$ cat src/rtl/mac_result_sink_if.sv
// mac_result_sink_if: result handshake from the MAC engine plus the
// lane stream toward writeback, bundled for the mac_result_sink block.
// The slave modport is the sink's view; master is the driver/consumer view.
interface mac_result_sink_if;
    logic [1:0]   mode;
    logic         valid;
    logic         ready;
    logic [127:0] sum_in;
    logic [31:0]  out_data;
    logic         out_valid;
    logic         out_ready;
    logic [3:0]   out_lane;
    logic         out_last;

    modport slave (
        input  mode,
        input  valid,
        input  sum_in,
        input  out_ready,
        output ready,
        output out_data,
        output out_valid,
        output out_lane,
        output out_last
    );

    modport master (
        output mode,
        output valid,
        output sum_in,
        output out_ready,
        input  ready,
        input  out_data,
        input  out_valid,
        input  out_lane,
        input  out_last
    );
endinterface

$ cat src/rtl/mac_result_sink.sv
// mac_result_sink: captures one packed 128-bit MAC result with its precision
// mode, then streams the signed lanes for that mode one per cycle.
// Optional feature: define MAC_SINK_SAT_EN to clamp each lane to the signed
// 16-bit range before sign-extension to 32 bits.
module mac_result_sink (
    input  logic                     clk,
    input  logic                     nrst,
    mac_result_sink_if.slave         bus,
    output logic                     err_mode,
    output logic [15:0]              results_rcvd
);

    localparam logic [0:0] ST_IDLE  = 1'b0;
    localparam logic [0:0] ST_DRAIN = 1'b1;

    localparam logic [1:0] MODE_2B  = 2'b00;
    localparam logic [1:0] MODE_4B  = 2'b01;
    localparam logic [1:0] MODE_8B  = 2'b10;
    localparam logic [1:0] MODE_BAD = 2'b11;

    logic [0:0]   state;
    logic [127:0] hold;
    logic [1:0]   mode_q;
    logic [3:0]   lane_cnt;
    logic [3:0]   last_lane;
    logic [6:0]   base;
    logic [31:0]  lane_ext;
    logic [31:0]  lane_out;
    logic         draining;
    logic         lane_done;

    assign draining  = (state == ST_DRAIN);
    assign lane_done = draining && bus.out_ready;

    // Index of the final lane for the latched precision mode.
    always_comb begin
        last_lane = 4'd0;
        case (mode_q)
            MODE_2B: last_lane = 4'd15;
            MODE_4B: last_lane = 4'd3;
            default: last_lane = 4'd0;
        endcase
    end

    // Extract the current lane from the hold register and sign-extend it.
    always_comb begin
        base     = 7'd0;
        lane_ext = 32'd0;
        case (mode_q)
            MODE_2B: begin
                base     = 7'(lane_cnt) * 7'd8;
                lane_ext = {{24{hold[base + 7'd7]}}, hold[base +: 8]};
            end
            MODE_4B: begin
                base     = 7'(lane_cnt) * 7'd12;
                lane_ext = {{20{hold[base + 7'd11]}}, hold[base +: 12]};
            end
            default: begin
                lane_ext = {{12{hold[19]}}, hold[19:0]};
            end
        endcase
    end

`ifdef MAC_SINK_SAT_EN
    // Clamp the sign-extended lane into the signed 16-bit range.
    always_comb begin
        lane_out = lane_ext;
        if ($signed(lane_ext) > 32'sd32767) begin
            lane_out = 32'h0000_7FFF;
        end else if ($signed(lane_ext) < -32'sd32768) begin
            lane_out = 32'hFFFF_8000;
        end
    end
`else
    // Plain sign-extension, lanes pass straight through.
    always_comb begin
        lane_out = lane_ext;
    end
`endif

    assign bus.ready     = (state == ST_IDLE);
    assign bus.out_valid = draining;
    assign bus.out_data  = draining ? lane_out : 32'd0;
    assign bus.out_lane  = lane_cnt;
    assign bus.out_last  = draining && (lane_cnt == last_lane);

    // Capture results in IDLE and walk the lane counter while draining.
    always_ff @(posedge clk or negedge nrst) begin
        if (!nrst) begin
            state        <= ST_IDLE;
            hold         <= 128'd0;
            mode_q       <= MODE_2B;
            lane_cnt     <= 4'd0;
            err_mode     <= 1'b0;
            results_rcvd <= 16'd0;
        end else begin
            case (state)
                ST_IDLE: begin
                    if (bus.valid) begin
                        hold         <= bus.sum_in;
                        mode_q       <= bus.mode;
                        lane_cnt     <= 4'd0;
                        results_rcvd <= results_rcvd + 16'd1;
                        if (bus.mode == MODE_BAD) begin
                            err_mode <= 1'b1;
                        end else begin
                            state <= ST_DRAIN;
                        end
                    end
                end
                default: begin
                    if (lane_done) begin
                        if (lane_cnt == last_lane) begin
                            state <= ST_IDLE;
                        end else begin
                            lane_cnt <= lane_cnt + 4'd1;
                        end
                    end
                end
            endcase
        end
    end

endmodule

$ cat src/flat_wrapper.sv
// flat-port wrapper written by rule: the top's interface ports become plain ports
module mac_result_sink_flat 
  (clk, nrst, err_mode, results_rcvd, bus_mode, bus_valid, bus_sum_in, bus_out_ready, bus_ready, bus_out_data, bus_out_valid, bus_out_lane, bus_out_last);
  mac_result_sink_if bus_i ();
  input  logic clk;
  input  logic nrst;
  output logic err_mode;
  output logic [15:0] results_rcvd;
  input wire logic [$bits(bus_i.mode)-1:0] bus_mode;
  input wire logic [$bits(bus_i.valid)-1:0] bus_valid;
  input wire logic [$bits(bus_i.sum_in)-1:0] bus_sum_in;
  input wire logic [$bits(bus_i.out_ready)-1:0] bus_out_ready;
  output wire logic [$bits(bus_i.ready)-1:0] bus_ready;
  output wire logic [$bits(bus_i.out_data)-1:0] bus_out_data;
  output wire logic [$bits(bus_i.out_valid)-1:0] bus_out_valid;
  output wire logic [$bits(bus_i.out_lane)-1:0] bus_out_lane;
  output wire logic [$bits(bus_i.out_last)-1:0] bus_out_last;
  assign bus_i.mode = bus_mode;
  assign bus_i.valid = bus_valid;
  assign bus_i.sum_in = bus_sum_in;
  assign bus_i.out_ready = bus_out_ready;
  assign bus_ready = bus_i.ready;
  assign bus_out_data = bus_i.out_data;
  assign bus_out_valid = bus_i.out_valid;
  assign bus_out_lane = bus_i.out_lane;
  assign bus_out_last = bus_i.out_last;
  mac_result_sink u_core (.clk(clk), .nrst(nrst), .bus(bus_i), .err_mode(err_mode), .results_rcvd(results_rcvd));
endmodule
$ cat config.mk
export PLATFORM = sky130hd
export DESIGN_NAME = mac_result_sink_flat
export DESIGN_NICKNAME = d
export VERILOG_FILES = /design/src/rtl/mac_result_sink_if.sv /design/src/rtl/mac_result_sink.sv /design/src/flat_wrapper.sv
export SDC_FILE = /design/constraint.sdc
export NUM_CORES = 1
export LEC_CHECK = 0
export CORE_MARGIN = 2
export CORE_UTILIZATION = 50
export CTS_BUF_LIST = sky130_fd_sc_hd__clkbuf_8 sky130_fd_sc_hd__clkbuf_16
export CTS_CLUSTER_DIAMETER = 40
export CTS_CLUSTER_SIZE = 40
export DETAILED_ROUTE_END_ITERATION = 10
export HOLD_SLACK_MARGIN = 0.05
export PLACE_DENSITY = 0.77
export SETUP_SLACK_MARGIN = 0.02
export SYNTH_ARGS = -nofsm -noshare
export SYNTH_HDL_FRONTEND = slang
export SYNTH_SLANG_ARGS = --single-unit
$ cat constraint.sdc
create_clock -name clk -period 4.75 [get_ports clk]
set_clock_uncertainty 0.15 [all_clocks]
set_input_delay 0.95 -clock clk [delete_from_list [all_inputs] [get_ports clk]]
set_output_delay 0.95 -clock clk [all_outputs]
set_load 0.005 [all_outputs]
==> impl_results.md <==
- R2R cell count: 6
- Worst Hold Depth: 1
- Logic pwr share: 0.683
- Most used cell, CP: ha_4
- Ant. Diodes: 0
- Worst min path class: flop to flop
- Seq/Total Area, Yosys: 0.3619
- Pwr dens: 1001 nW/µm²
- Metal3 WL: 3039 µm
- Static Leak: ~5.2 nW
- Mean post-synth cell area: 13.92 µm²
- Clk network pwr share: 0.102
- # setup viols final: 0
- Worst-Skew Late Latency: 430 ps
- M1 WL: 11,230 µm
- WL per Instance: ~24 µm
- Worst path cell trace: ha_4, fa_2, ha_4, xnor2_2, mux4_2, mux2_4, a31oi_4, buf_6, buf_4, a21oi_1, dlygate4sd2_1
- Top cells by area, synth: dfrtp_1, mux4_2, mux2_2
- Worst endpoint data arrival time: 3600 ps
- Buf/Inv on CP: 3
- Worst hold endpoint: u_core.err_mode
- Crit Path Class: flop to output port
- Internal Pwr Total: 8.128 mW
- Max FO, Critical Path: 5
- Hpwl dp: 19,960 µm
- Initial antenna violation count: 0
- CTS HTree Levels: 4
- Synth Register Bits: 152
- Data required, critical path: 3650 ps
- Switching power: 5.416 mW
- DIE HEIGHT: 149.0 µm
- DIE WIDTH: 149.0 µm
- Startpoint types: flop
- Sw frac: 0.3999
- Place WS: around 5.7 ps
- Final Cycle Share: 0.9899
- Die area: 22,190 µm²
- Vias: 8,056
- Fillers: approximately 1,500
- DR pass1 iterations: 5
- Core Region: roughly 21,000 µm²
- Reg2reg end: u_core.bus.out_lane[0]
- Largest net degree at the start of global routing: 148
- Worst rel slew slack: 0.3988
- Cell taking the most area after synthesis: dfrtp_1
- Ys Warns: 0
- Min Tclk post-route: 4702 ps
- Layout cells sized above 1: 0.3934
- I/O Buffers: 189
- Slowest stage delay, CP: 610 ps
- Clk root buf: clkbuf_16
- FFs w/ async S/R, synth: 1.000
- Yosys top cell area share: 0.3619
- Flop2flop setup slack: ~2100 ps
- Hold Vio Cnt, Final: 0
- Element type at the critical path end: output port
- Crit-path leading delay family: adder cells
- Outcome: finished clean
- Worst reg2reg startpoint: u_core.bus.out_lane[2]
- Placer Congestion: approximately 0.94
- Syn_nets: 895
- Reg clk slew, reported paths: 70 ps
- Slew Limit Fails: 0
- CTS Sinks: 152
- Worst setup margin: 48.05 ps
- Number of synthesized flops with an enable pin: 0
- Sequential share of power: 0.215
- Total of max-cap violations: 0
- GRT Overall Usage: 0.2697
- # rows: 53
- Ports: 190
- Synth Instances: 755
- Drt drc: 0
- Routed wire length: ~29,000 µm
- Max layer used: met4
- Hold slack: 317.2 ps
- Total CTS buffers: 17
- Overflow left after global routing: 0
- Synthesis-to-finish area growth: 28.80%
- Max IR drop VDD: approximately 0.00058 V
- Ys flop type: dfrtp_1
- CP max-delay cell: fa_2
- CTS tree: done
- DR iter-0 viols: 918
- Vias in the first global route: 7,940
- Metal2 WL: 14,160 µm
- RSZ-0062 raised after global routing: yes
- HP Start: u_core.err_mode
- Hold buffers post-CTS: 0
- Antenna viol nets, final: 0
- Worst slew pin tran: ~900 ps
- Initial core utilization: 0.5047
- Nets@finish: 1,070
- Vias per cell: around 6.6
- Unique cell type count in the Yosys netlist: 52
- Peak Freq: roughly 210 MHz
- Global-route wire length before repair: 45,150 µm
- Clock Path Buffers: 2
- Mapped Area: 10,510 µm²
-- sequential cells by signal (all words and copies together) (netlist names) --
| signal | cells |
|---|---|
| u_core.results_rcvd | 16 |
| u_core.bus.out_lane | 4 |
| u_core.mode_q | 2 |
| u_core.err_mode | 1 |
| u_core.hold | 128 |
| u_core.bus.out_valid | 1 |
-- what timing repair did --
item / 4_1_cts / 5_1_grt
setup endpoints to repair: 29 / 23
gates cloned: 3 / 1
gates resized for setup: 48 / 30
pin swaps: 6 / 5
buffers inserted: 12 / 8
endpoints found under the hold margin: 0 / 0
-- area by class of cell --
class / count / area (µm²) / area share
Multi-Input combinational cell: 514 / 6362 / 0.4700
Sequential cell: 152 / 3809 / 0.2814
Timing Repair Buffer: 232 / 2375 / 0.1754
Clock buffer: 19 / 452.9 / 0.03346
Tap cell: 275 / 344.1 / 0.02542
Clock inverter: 13 / 143.9 / 0.01063
Inverter: 13 / 48.80 / 0.003605
-- through the flow --
step	area (µm²)	utilization	instances	power, mW	setup TNS, ps
after CTS	13430	0.6448	1209	13.22	-100.1
after global routing	13540	0.6500	1218	14.23	-129.0
after global placement	12590	0.6047	1162	11.14	0
after detailed placement	12590	0.6047	1162	11.31	0
final	13540	0.6500	1218	13.54	0
after floorplan	10510	-	755	8.772	0
-- routing by layer --
metal | global-route usage | vias up
met5 | 0 | -
met2 | 0.4263 | 557
li1 | - | 3370
met4 | 0.09095 | 0
met3 | 0.07401 | 72
met1 | 0.3642 | 4057
-- cells in the mapped netlist (9+ instances only) --
library cell,count
nor2b_1,9
xnor2_1,12
inv_1,12
dfrtp_1,152
clkbuf_1,27
nand2_1,30
mux4_2,137
buf_4,20
buf_2,28
mux2i_1,17
nor2_1,18
a22oi_1,11
o21ai_0,24
a21oi_1,19
nand3_1,17
mux2_2,129
-- cell families after synthesis --
group / count (synthesis) / synth area share
muxes: 288 / 0.4595
DFF: 152 / 0.3619
and+or+nand+nor: 101 / 0.04691
AOI/OAI and AO/OA: 99 / 0.06394
buffers and inverters: 90 / 0.04405
xor gates and xnor gates: 19 / 0.01584
adders and majority gates: 6 / 0.007858
-- placed cells by master (no fill, tap or decap), types with 18 or more instances in the layout --
cell type	instances
a21oi_1	18
buf_4	28
clkbuf_16	18
clkdlybuf4s50_1	161
dfrtp_1	150
mux2_2	129
mux4_2	137
nand2_1	30
o21ai_0	20
-- power groups by stage --
stage               clock network, mW  registers [mW]  logic, mW
floorplan                           0            2.42       6.36
global placement                    0            2.83       8.31
detailed placement                  0            2.87       8.44
CTS                              1.40            2.87       8.95
global route                     1.46            2.98       9.79
finish                           1.38            2.91       9.25
-- worst max path at each step --
stage	from	to	cells after the start
finish	u_core.bus.out_lane[0]	bus_out_data[12]	11
global route	u_core.bus.out_lane[0]	bus_out_data[13]	11
CTS	u_core.bus.out_lane[0]	bus_out_data[9]	10
detailed placement	u_core.bus.out_lane[0]	bus_out_data[27]	10
global placement	u_core.bus.out_lane[0]	bus_out_data[28]	10
floorplan	u_core.bus.out_lane[1]	bus_out_data[20]	9
Power figures use the tool's default switching activity.
